**config.mk**
```make
export PLATFORM = sky130hd
export DESIGN_NAME = shift_out_flat
export DESIGN_NICKNAME = d
export VERILOG_FILES = /design/src/rtl/mult_pkg.sv /design/src/rtl/shift_out_if.sv /design/src/rtl/shift_out_rise_detect.sv /design/src/rtl/shift_out.sv /design/src/flat_wrapper.sv
export SDC_FILE = /design/constraint.sdc
export NUM_CORES = 1
export LEC_CHECK = 0
export ABC_AREA = 1
export CAP_MARGIN = 20
export CORE_MARGIN = 2
export CORE_UTILIZATION = 53
export CTS_CLUSTER_SIZE = 14
export DETAILED_ROUTE_END_ITERATION = 8
export HOLD_SLACK_MARGIN = 0.12
export MAX_ROUTING_LAYER = met4
export PLACE_DENSITY = 0.87
export SLEW_MARGIN = 20
export SYNTH_ARGS = -nofsm -noshare
export SYNTH_HDL_FRONTEND = slang
export SYNTH_SLANG_ARGS = --single-unit
```
**constraint.sdc**
```tcl
create_clock -name clk -period 3.1 [get_ports clk]
set_clock_uncertainty 0.15 [all_clocks]
set_input_delay 0.31 -clock clk [delete_from_list [all_inputs] [get_ports clk]]
set_output_delay 0.31 -clock clk [all_outputs]
set_load 0.02 [all_outputs]
```
**src/rtl/mult_pkg.sv**
```systemverilog
// Shared definitions for the unsigned multiplier datapath: operand/product
// widths, transmitter state encodings and a parity helper used by shift_out.
package mult_pkg;

  localparam int PRODUCT_WIDTH = 24;
  localparam int OPERAND_WIDTH = 12;

  typedef enum logic [1:0] {
    IDLE     = 2'b00,
    SHIFTING = 2'b01,
    DONE     = 2'b10,
    PARITY   = 2'b11
  } so_state_e;

  // Even parity of a product word (XOR of all bits).
  function automatic logic even_parity(input logic [PRODUCT_WIDTH-1:0] word);
    return ^word;
  endfunction

endpackage

```
**src/rtl/shift_out_if.sv**
```systemverilog
// Parallel-in / serial-out handshake bundle between the product source,
// the shift_out transmitter and the downstream serial consumer.
interface shift_out_if #(
  parameter int WIDTH = mult_pkg::PRODUCT_WIDTH
);

  logic [WIDTH-1:0] p_parallel;
  logic             sp;
  logic             p_out;
  logic             p_valid;
  logic             fp;

  // Producer/consumer side: supplies the word and start, observes the stream.
  modport master (
    output p_parallel,
    output sp,
    input  p_out,
    input  p_valid,
    input  fp
  );

  // Transmitter side.
  modport slave (
    input  p_parallel,
    input  sp,
    output p_out,
    output p_valid,
    output fp
  );

endinterface

```
**src/rtl/shift_out_rise_detect.sv**
```systemverilog
// rise_detect: registers a level input and flags its low-to-high transition
// for one cycle. The register resets to RESET_VAL; resetting to 1 means a
// level already high when reset releases is not reported as a rising edge.
module rise_detect #(
  parameter logic RESET_VAL = 1'b1
) (
  input  logic clk,
  input  logic reset,
  input  logic d,
  output logic rise
);

  logic d_q_r;

  // Delay the input by one cycle for edge comparison.
  always_ff @(posedge clk) begin
    if (reset) begin
      d_q_r <= RESET_VAL;
    end else begin
      d_q_r <= d;
    end
  end

  assign rise = d & ~d_q_r;

endmodule

```
**src/rtl/shift_out.sv**
```systemverilog
// shift_out: parallel-to-serial transmitter for the multiplier product.
// Captures the word on a rising edge of sp and sends it MSB first, one bit
// per clock, with p_valid marking data bits; fp flags completion.
// Optional build macro SHIFT_OUT_PARITY_EN appends one even-parity bit after
// bit 0 (extra PARITY state, fp one cycle later).
// Outputs are registered; their next values are decoded from the next state
// so the first data bit still appears the cycle after the start edge.
module shift_out
  import mult_pkg::*;
#(
  parameter  int WIDTH = PRODUCT_WIDTH,
  localparam int CNT_W = $clog2(WIDTH + 1)
) (
  input  logic        clk,
  input  logic        reset,
  shift_out_if.slave  bus
);

  localparam logic [CNT_W-1:0] LAST_CNT = CNT_W'(WIDTH - 1);
  localparam logic [CNT_W-1:0] CNT_ONE  = CNT_W'(1);

  so_state_e         state_r, state_nxt_s;
  logic [WIDTH-1:0]  shreg_r, shreg_nxt_s;
  logic [CNT_W-1:0]  count_r, count_nxt_s;
  logic              start_s;
  logic              p_out_r, p_valid_r, fp_r;
  logic              p_out_nxt_s, p_valid_nxt_s, fp_nxt_s;
`ifdef SHIFT_OUT_PARITY_EN
  logic              parity_r, parity_nxt_s;
`endif

  rise_detect #(
    .RESET_VAL (1'b1)
  ) u_sp_rise (
    .clk   (clk),
    .reset (reset),
    .d     (bus.sp),
    .rise  (start_s)
  );

  // Next-state, shift register, counter and parity capture.
  always_comb begin
    state_nxt_s  = state_r;
    shreg_nxt_s  = shreg_r;
    count_nxt_s  = count_r;
`ifdef SHIFT_OUT_PARITY_EN
    parity_nxt_s = parity_r;
`endif
    case (state_r)
      IDLE, DONE: begin
        if (start_s) begin
          shreg_nxt_s  = bus.p_parallel;
          count_nxt_s  = {CNT_W{1'b0}};
          state_nxt_s  = SHIFTING;
`ifdef SHIFT_OUT_PARITY_EN
          parity_nxt_s = even_parity(bus.p_parallel);
`endif
        end else begin
          state_nxt_s = state_r;
        end
      end
      SHIFTING: begin
        shreg_nxt_s = {shreg_r[WIDTH-2:0], 1'b0};
        count_nxt_s = count_r + CNT_ONE;
        if (count_r == LAST_CNT) begin
`ifdef SHIFT_OUT_PARITY_EN
          state_nxt_s = PARITY;
`else
          state_nxt_s = DONE;
`endif
        end else begin
          state_nxt_s = SHIFTING;
        end
      end
`ifdef SHIFT_OUT_PARITY_EN
      PARITY: begin
        state_nxt_s = DONE;
      end
`endif
      default: begin
        state_nxt_s = IDLE;
      end
    endcase
  end

  // Output decode from the next state; p_out is 0 whenever no bit is sent.
  always_comb begin
    p_out_nxt_s   = 1'b0;
    p_valid_nxt_s = 1'b0;
    fp_nxt_s      = 1'b0;
    case (state_nxt_s)
      SHIFTING: begin
        p_out_nxt_s   = shreg_nxt_s[WIDTH-1];
        p_valid_nxt_s = 1'b1;
      end
`ifdef SHIFT_OUT_PARITY_EN
      PARITY: begin
        p_out_nxt_s   = parity_nxt_s;
        p_valid_nxt_s = 1'b1;
      end
`endif
      DONE: begin
        fp_nxt_s = 1'b1;
      end
      default: begin
        p_out_nxt_s   = 1'b0;
        p_valid_nxt_s = 1'b0;
        fp_nxt_s      = 1'b0;
      end
    endcase
  end

  // State, datapath and output registers with synchronous reset.
  always_ff @(posedge clk) begin
    if (reset) begin
      state_r   <= IDLE;
      shreg_r   <= {WIDTH{1'b0}};
      count_r   <= {CNT_W{1'b0}};
      p_out_r   <= 1'b0;
      p_valid_r <= 1'b0;
      fp_r      <= 1'b0;
`ifdef SHIFT_OUT_PARITY_EN
      parity_r  <= 1'b0;
`endif
    end else begin
      state_r   <= state_nxt_s;
      shreg_r   <= shreg_nxt_s;
      count_r   <= count_nxt_s;
      p_out_r   <= p_out_nxt_s;
      p_valid_r <= p_valid_nxt_s;
      fp_r      <= fp_nxt_s;
`ifdef SHIFT_OUT_PARITY_EN
      parity_r  <= parity_nxt_s;
`endif
    end
  end

  assign bus.p_out   = p_out_r;
  assign bus.p_valid = p_valid_r;
  assign bus.fp      = fp_r;

endmodule
```
**src/flat_wrapper.sv**
```systemverilog
// flat-port wrapper written by rule: the top's interface ports become plain ports
module shift_out_flat import mult_pkg::*;
#(
  parameter  int WIDTH = PRODUCT_WIDTH,
  localparam int CNT_W = $clog2(WIDTH + 1)
)
  (clk, reset, bus_p_parallel, bus_sp, bus_p_out, bus_p_valid, bus_fp);
  shift_out_if #(.WIDTH(WIDTH)) bus_i ();
  input  logic clk;
  input  logic reset;
  input wire logic [$bits(bus_i.p_parallel)-1:0] bus_p_parallel;
  input wire logic [$bits(bus_i.sp)-1:0] bus_sp;
  output wire logic [$bits(bus_i.p_out)-1:0] bus_p_out;
  output wire logic [$bits(bus_i.p_valid)-1:0] bus_p_valid;
  output wire logic [$bits(bus_i.fp)-1:0] bus_fp;
  assign bus_i.p_parallel = bus_p_parallel;
  assign bus_i.sp = bus_sp;
  assign bus_p_out = bus_i.p_out;
  assign bus_p_valid = bus_i.p_valid;
  assign bus_fp = bus_i.fp;
  shift_out #(.WIDTH(WIDTH)) u_core (.clk(clk), .reset(reset), .bus(bus_i));
endmodule
```
After elaboration in Yosys (flattened, before gate mapping)
Cells that the tools add are included.

cells by class
  add/sub/neg operators = 1
  equality and inequality tests = 6
  muxes and demuxes = 9
  bitwise gates (word level) = 3
  reduce and logical (&&, ||, !) cells = 5

operators with widths
  kind                 count
  $pmux 24 s2          1
  $mux 24              1
  $pmux 5 s2           1
  $add 5x1->5 const B  1
  $eq 5x5->1 const B   1
  $mux 5               1
  $eq 2x1->1 const B   2
  $eq 2x2->1 const B   2
  $mux 2               2
  $pmux 2 s2           1
  $reduce_or 2->1      2
  $logic_not 2->1      1
  $mux 1               2
  $ne 2x1->1 const B   1
  $not 1->1            2
  $reduce_and 2->1     1
  $reduce_bool 2->1    1
  $and 1x1->1          1

word-level totals
  flip-flop bits (word level) = 35
  logic and storage cells = 32

Longest topological paths before layout
Gate-level depths: netlist of the first run.

  depth after elaboration = 7
  depth in mapped cells = 7
  gate-level depth less buffers = 6

Hierarchy
Synthesis of the first run repeated with hierarchy kept, for this count alone.

second synthesis, totals
  cell total of the unflattened synthesis = 238
  area, all modules = 1730.4 um^2

modules (own cells, without submodules)
  module       instances  cells each  area an instance (um^2)  seq. area each (um^2)
  shift_out    1          233         1692.9                   680.7
  rise_detect  1          5           37.5                     20.0

Worst setup path before layout of the first run
No wires, ideal clock.

  path type = reg2reg
  start = register u_core.count_r[0]
  end = register u_core.count_r[2]
  setup time = 0.119 ns
  data arrival time = 0.913 ns
  path slack = 1.918 ns
  cell stages (with the launch flop) = 5
  period minus slack after synthesis = 1.182 ns
  cell sequence = dfxtp_1 -> ha_1 -> or2_2 -> nand3_1 -> a21oi_1

on the way
  word-level cells in the longest chain between the ends = 2

ends and longest elaborated chain
  what                    RTL line          RTL
  from (decl)             shift_out.sv:24   logic [CNT_W-1:0] count_r, count_nxt_s;
  from (signal assigned)  shift_out.sv:118  count_r <= {CNT_W{1'b0}};
  from (signal assigned)  shift_out.sv:128  count_r <= count_nxt_s;
  $add 5x1->5             shift_out.sv:64   count_nxt_s = count_r + CNT_ONE;
  $pmux 5 s2              shift_out.sv:49   case (state_r)

Every way passes these cells.
A chain may end at the register's enable or synchronous reset.

Worst setup path after layout of the first run
  start = input port bus_sp
  end = register u_core.p_out_r (netlist: u_core.bus.p_out)

on the way
  word-level cells in the longest chain between the ends = 6
  elaborated cells on any way between the ends = 8
  those cells by class = eq/ne: 1; mux: 4; bitwise: 2; reduce/logical: 1

ends and longest elaborated chain
  what                       RTL line                     RTL
  from (decl)                flat_wrapper.sv:12           input wire logic [$bits(bus_i.sp)-1:0] bus_sp;
  $and 1x1->1 *              shift_out_rise_detect.sv:24  assign rise = d & ~d_q_r;
  $mux 2                     shift_out.sv:51              if (start_s) begin
  $pmux 2 s2                 shift_out.sv:49
  $eq 2x1->1                 shift_out.sv:91              case (state_nxt_s)
  $not 1->1 (no line)        n/a
  $reduce_or 2->1 (no line)  n/a
  to (signal assigned)       shift_out.sv:129             p_out_r <= p_out_nxt_s;
  to (decl)                  shift_out.sv:26              logic p_out_r, p_valid_r, fp_r;

Mark *: on every way between the ends. The rest lies on a longest branch, timed or not. The select of a mux whose other input is x is not followed.

==> impl_metrics.env, run 1 <==
export IMPL_crit_arrival_ns=1.87
export IMPL_antenna_found_initial=0
export IMPL_setup_viol=0
export IMPL_fin_nets=247
export IMPL_n_antenna_cell=0
export IMPL_grtUsageMet2_pct=36.3
export IMPL_grt_pass1_vias=1235
export IMPL_crit_path_start_kind="primary input"
export IMPL_grt_overflow_total=0
export IMPL_power_mw=0.887
export IMPL_syn_inst=193
export IMPL_clk_latency_ns=0.33
export IMPL_cts_tree="yes"
export IMPL_ys_warn_count=0
export IMPL_synth_ff_type="dfxtp_1"
export IMPL_grt_first_pass_wirelength_microns=5010
export IMPL_placementRows=18
export IMPL_synth_area_top_cells="dfxtp_1, nor2_1, o21ai_0"
export IMPL_place_ws_ns=1.02
export IMPL_fillers=221
export IMPL_synth_avg_cell_area_sq_um=7.53
export IMPL_design_area_sq_um=1780
export IMPL_critPathKind="in2reg"
export IMPL_num_io_pins=30
export IMPL_gp_congestion=0.775
export IMPL_multiInputGateArea_sq_um=633
export IMPL_cap_violations=0
export IMPL_grt_max_degree=31
export IMPL_cts_buffers=5
export IMPL_fin_ws_ns=1.36
export IMPL_grt_setup_unrepaired="no"
export IMPL_post_cts_setup_buffers=0
export IMPL_dieHeight_microns=56.4
export IMPL_status="finished clean"
export IMPL_io_buffers=29
export IMPL_placed_cell_area_sq_um=1710
export IMPL_synth_top_area_cell="dfxtp_1"
export IMPL_grt_usage_pct=20.8
export IMPL_drc_errors=0
export IMPL_dr_total_vias=1328
export IMPL_areaGrowthSynthToFinish_pct=22.2
export IMPL_routedWlPerCell_microns=11.6
export IMPL_ys_seq_elements=35
export IMPL_hold_violations=0
export IMPL_synth_seq_area_share_pct=48.2
export IMPL_met3_usage_pct=7.14
export IMPL_utilization_pct=69.8
export IMPL_core_sq_um=2540
export IMPL_drive_gt1_share_pct=7.27
export IMPL_drv_slew=0
export IMPL_dp_cells=242
export IMPL_mappedNetlistArea_sq_um=1450
export IMPL_synth_edff_count=0
export IMPL_power_density_nw_per_um2=499
export IMPL_drtIter0Drc=34
export IMPL_leakage_nw=0.710
export IMPL_worst_path_max_fanout=30
export IMPL_synthArstFlopShare_pct=0
export IMPL_ff_latch_area_sq_um=701
export IMPL_ctsHoldBuffers=0
export IMPL_yosysMostFrequentCell="nor2_1"
export IMPL_start_util_pct=57.1
export IMPL_stdcell_count=250
export IMPL_clkTransAtPathRegs_ns=0.10
export IMPL_timing_fmax_mhz=574
export IMPL_grt_busiest_layer="met2"
export IMPL_dieArea_sq_um=3180
export IMPL_end_kind="register"
export IMPL_timing_slew_headroom_pct=69.6
export IMPL_min_period_ns=1.74
export IMPL_cts_resized=0
export IMPL_worst_slew_pin_slew_ns=0.455
export IMPL_clock_root_buffer="clkbuf_4"
export IMPL_htree_num_levels=2
export IMPL_grt_util_met1_pct=21.3
export IMPL_viasPerCell=5.31
export IMPL_drt_total_wl_microns=2900
export IMPL_holdWs_ns=0.341
export IMPL_setup_tns_ns=0
export IMPL_ant_nets=0
export IMPL_post_route_period_util_pct=56.2
export IMPL_ff2ff_setup_slack_ns=1.41
export IMPL_hold_path_class="reg2reg"
export IMPL_cp_required_ns=3.23
export IMPL_synth_commonest_cells="nor2_1, dfxtp_1, o21ai_0"
export IMPL_synth_cell_types=19
export IMPL_first_pass_iters=4
export IMPL_fp_dieW_microns=56.4
export IMPL_syn_nets=221
export IMPL_clock_sinks=35
export IMPL_synth_top_cell_area_share_pct=48.2
export IMPL_vdd_drop_max_mv=0.426
export IMPL_clockBufferDepth=2
export IMPL_dp_hpwl_microns=1980
-- worst paths after layout --
kind / start / endpoint / cells past startpoint
max: bus_sp / u_core.bus.p_out$_SDFF_PP0_ / 7
min: u_core.shreg_r[12]$_SDFFE_PP0P_ / u_core.shreg_r[12]$_SDFFE_PP0P_ / 2
max reg2reg: u_core.state_r[1]$_SDFF_PP0_ / u_core.bus.p_out$_SDFF_PP0_ / 6
min reg2reg: u_core.shreg_r[12]$_SDFFE_PP0P_ / u_core.shreg_r[12]$_SDFFE_PP0P_ / 2
-- cells by family (layout without fill, tap and decap cells) --
| logic type | after synthesis | after routing | share of synthesized area [%] |
|---|---|---|---|
| flip-flops | 35 | 35 | 48.2 |
| adder cells (fa/ha/maj) | 1 | 1 | 0.861 |
| buffers and inverters | 21 | 48 | 8.18 |
| AND/OR/NAND/NOR | 105 | 105 | 32.0 |
| AO/OA/AOI/OAI | 31 | 31 | 10.7 |
-- per-layer routing --
| metal | up-vias | wire, microns |
|---|---|---|
| met1 | 593 | 1230 |
| met5 | - | 0 |
| met4 | 0 | 56 |
| li1 | 691 | - |
| met2 | 35 | 1450 |
| met3 | 9 | 171 |
-- flip-flops by register name (all words and copies together) (netlist names) --
signal                  count
u_core.u_sp_rise.d_q_r      1
u_core.shreg_r             24
u_core.state_r              2
u_core.count_r              5
u_core.bus.p_out            1
u_core.bus.fp               1
u_core.bus.p_valid          1
-- placed cells by master, fill, tap and decap left out --
cell             instances
nor2_1                  50
dfxtp_1                 35
clkdlybuf4s50_1         29
o21ai_0                 23
nor3_1                  21
nand2_1                 13
nand3_1                 12
inv_1                    8
a21oi_1                  7
clkbuf_4                 5
nand4_1                  3
inv_2                    2
nand2_2                  2
or2_2                    2
clkbuf_8                 2
nand3_2                  1
nor3_2                   1
o21ai_1                  1
ha_1                     1
clkbuf_1                 1
buf_4                    1
-- critical path: stages --
cell and delay [ns]:
clkdlybuf4s50_1 0.49, nand3_2 0.11, buf_4 0.30, nand2_2 0.32, nor2_1 0.17, nor2_1 0.07, nor2_1 0.09
-- layout make-up --
cell class / count / share of cell area (%)
clock buffer: 8 / 3.88
inverter: 10 / 2.11
multi-input combinational: 137 / 35.7
sequential: 35 / 39.5
tap: 30 / 2.11
timing repair buffer: 30 / 16.8
-- power breakdown --
group / total, mW / internal [mW] / switching (mW)
Sequential: 0.492 / 0.479 / 0.0134
Combinational: 0.115 / 0.0560 / 0.0591
Clock: 0.279 / 0.133 / 0.146
Total: 0.887 / 0.668 / 0.218
(Power assumes the default switching activity.)
==> inputs of run 2 (changes only) <==
--- a/config.mk
+++ b/config.mk
@@ -8,12 +8,12 @@
 export ABC_AREA = 1
 export CAP_MARGIN = 20
 export CORE_MARGIN = 2
-export CORE_UTILIZATION = 53
+export CORE_UTILIZATION = 45
 export CTS_CLUSTER_SIZE = 14
 export DETAILED_ROUTE_END_ITERATION = 8
 export HOLD_SLACK_MARGIN = 0.12
 export MAX_ROUTING_LAYER = met4
-export PLACE_DENSITY = 0.87
+export PLACE_DENSITY = 0.79
 export SLEW_MARGIN = 20
 export SYNTH_ARGS = -nofsm -noshare
 export SYNTH_HDL_FRONTEND = slang
==> constraint.sdc (replaced) <==
create_clock -name clk -period 1.4 [get_ports clk]
set_clock_uncertainty 0.15 [all_clocks]
set_input_delay 0.14 -clock clk [delete_from_list [all_inputs] [get_ports clk]]
set_output_delay 0.14 -clock clk [all_outputs]
set_load 0.02 [all_outputs]
==> impl_metrics.env, run 2 (synthesized netlist as in run 1, its figures left out) <==
export IMPL_placed_cell_area_sq_um=1850
export IMPL_dieHeight_microns=60.8
export IMPL_met3_usage_pct=5.76
export IMPL_worstPathCellList="dlygate4sd2_1"
export IMPL_routedWlPerCell_microns=10.4
export IMPL_drtIter0Drc=41
export IMPL_setup_viol=0
export IMPL_worst_path_max_fanout=1
export IMPL_num_io_pins=30
export IMPL_grt_setup_unrepaired="no"
export IMPL_fillers=291
export IMPL_post_route_period_util_pct=91.9
export IMPL_placementRows=20
export IMPL_ant_nets=0
export IMPL_top_register="u_core.shreg_r"
export IMPL_power_density_nw_per_um2=1050
export IMPL_worst_slew_pin_slew_ns=0.205
export IMPL_viasPerCell=4.80
export IMPL_start_util_pct=47.6
export IMPL_place_ws_ns=-0.0651
export IMPL_timing_fmax_mhz=778
export IMPL_grt_overflow_total=0
export IMPL_cts_tree="yes"
export IMPL_cap_violations=0
export IMPL_top_regs="u_core.shreg_r x24, u_core.count_r x5, u_core.state_r x2"
export IMPL_core_sq_um=3050
export IMPL_leakage_nw=0.791
export IMPL_dr_total_vias=1324
export IMPL_antenna_found_initial=0
export IMPL_clockBufferDepth=2
export IMPL_grt_first_pass_wirelength_microns=5150
export IMPL_n_antenna_cell=0
export IMPL_critical_path_max_stage_delay_ns=0.33
export IMPL_grt_busiest_layer="met2"
export IMPL_min_period_ns=1.29
export IMPL_mostFrequentLayoutCells="nor2_1, dfxtp_1, clkdlybuf4s50_1"
export IMPL_end_kind="primary output"
export IMPL_dieArea_sq_um=3700
export IMPL_setup_tns_ns=0
export IMPL_layout_commonest_cell="nor2_1"
export IMPL_clk_latency_ns=0.34
export IMPL_grt_pass1_vias=1264
export IMPL_vdd_drop_max_mv=0.577
export IMPL_crit_path_start_kind="register"
export IMPL_drc_errors=0
export IMPL_timing_slew_headroom_pct=86.2
export IMPL_crit_buf_inv=1
export IMPL_ctsHoldBuffers=0
export IMPL_clock_root_buffer="clkbuf_4"
export IMPL_hold_violations=0
export IMPL_critPathKind="reg2out"
export IMPL_fin_ws_ns=0.114
export IMPL_dp_hpwl_microns=2060
export IMPL_htree_num_levels=2
export IMPL_largest_reg_flops=24
export IMPL_grt_usage_pct=19.8
export IMPL_grtUsageMet2_pct=31.0
export IMPL_status="finished clean"
export IMPL_gp_congestion=0.822
export IMPL_drv_slew=0
export IMPL_io_buffers=29
export IMPL_fin_nets=259
export IMPL_clkTransAtPathRegs_ns=0.10
export IMPL_design_area_sq_um=1920
export IMPL_stdcell_count=276
export IMPL_dp_cells=268
export IMPL_first_pass_iters=4
export IMPL_multiInputGateArea_sq_um=633
export IMPL_crit_arrival_ns=1.00
export IMPL_crit_family="flip-flops"
export IMPL_crit_slowest_cell="dfxtp_1"
export IMPL_grt_util_met1_pct=23.2
export IMPL_hold_path_class="in2reg"
export IMPL_fp_dieW_microns=60.8
export IMPL_cp_required_ns=1.11
export IMPL_drive_gt1_share_pct=12.5
export IMPL_cts_buffers=5
export IMPL_ff_latch_area_sq_um=701
export IMPL_power_mw=2.02
export IMPL_clock_sinks=35
export IMPL_areaGrowthSynthToFinish_pct=32.2
export IMPL_drt_total_wl_microns=2870
export IMPL_grt_max_degree=26
## run 2: worst paths after layout
kind / start / end / slack (ns) / cells after the start
worst max-delay path: u_core.bus.p_out$_SDFF_PP0_ / bus_p_out / 0.11 / 1
worst min-delay path: bus_p_parallel[9] / u_core.shreg_r[9]$_SDFFE_PP0P_ / 0.23 / 3
worst max register to register: u_core.count_r[1]$_SDFFE_PP0P_ / u_core.count_r[4]$_SDFFE_PP0P_ / 0.13 / 6
worst min register to register: u_core.shreg_r[0]$_SDFFE_PP0P_ / u_core.shreg_r[0]$_SDFFE_PP0P_ / 0.34 / 2
## run 2: timing repair
item | in CTS | in global routing
gates resized for setup | 3 | 0
buffers inserted | 0 | 0
setup endpoints to repair | 3 | 0
## run 2: power by group
group / switching, mW / leakage (nW) / total, mW / internal, mW
Combinational: 0.139 / 0.468 / 0.301 / 0.163
Clock: 0.335 / 0.0375 / 0.628 / 0.293
Sequential: 0.0280 / 0.286 / 1.09 / 1.06
Total: 0.502 / 0.791 / 2.02 / 1.52
## run 2: worst reg2reg max path: stages, from the launching register on
cell and delay [ns]:
dfxtp_1 0.37, ha_1 0.21, nand2_1 0.08, nor2_1 0.14, nand2_1 0.07, nand3_1 0.08, a21oi_1 0.06
## run 2: area by class of cell
| cell class | instances | share of cell area [%] |
|---|---|---|
| tap | 44 | 2.87 |
| clock inverter | 1 | 0.391 |
| timing repair buffer | 42 | 22.0 |
| inverter | 10 | 1.95 |
| multi-input combinational | 137 | 33.0 |
| clock buffer | 7 | 3.39 |
| sequential | 35 | 36.5 |
## run 2: per-stage QoR
stage,util (%),hold slack (ns)
floorplan,-,0.0966
global placement,60.7,0.325
detailed placement,60.7,0.327
CTS,62.9,0.218
global route,62.9,0.222
finish,62.9,0.229
## run 2: metal layers
metal	wire length (microns)	share of wire [%]
met1	1350	47
met2	1360	47
met3	106	3.7
met4	55	1.9
met5	0	0
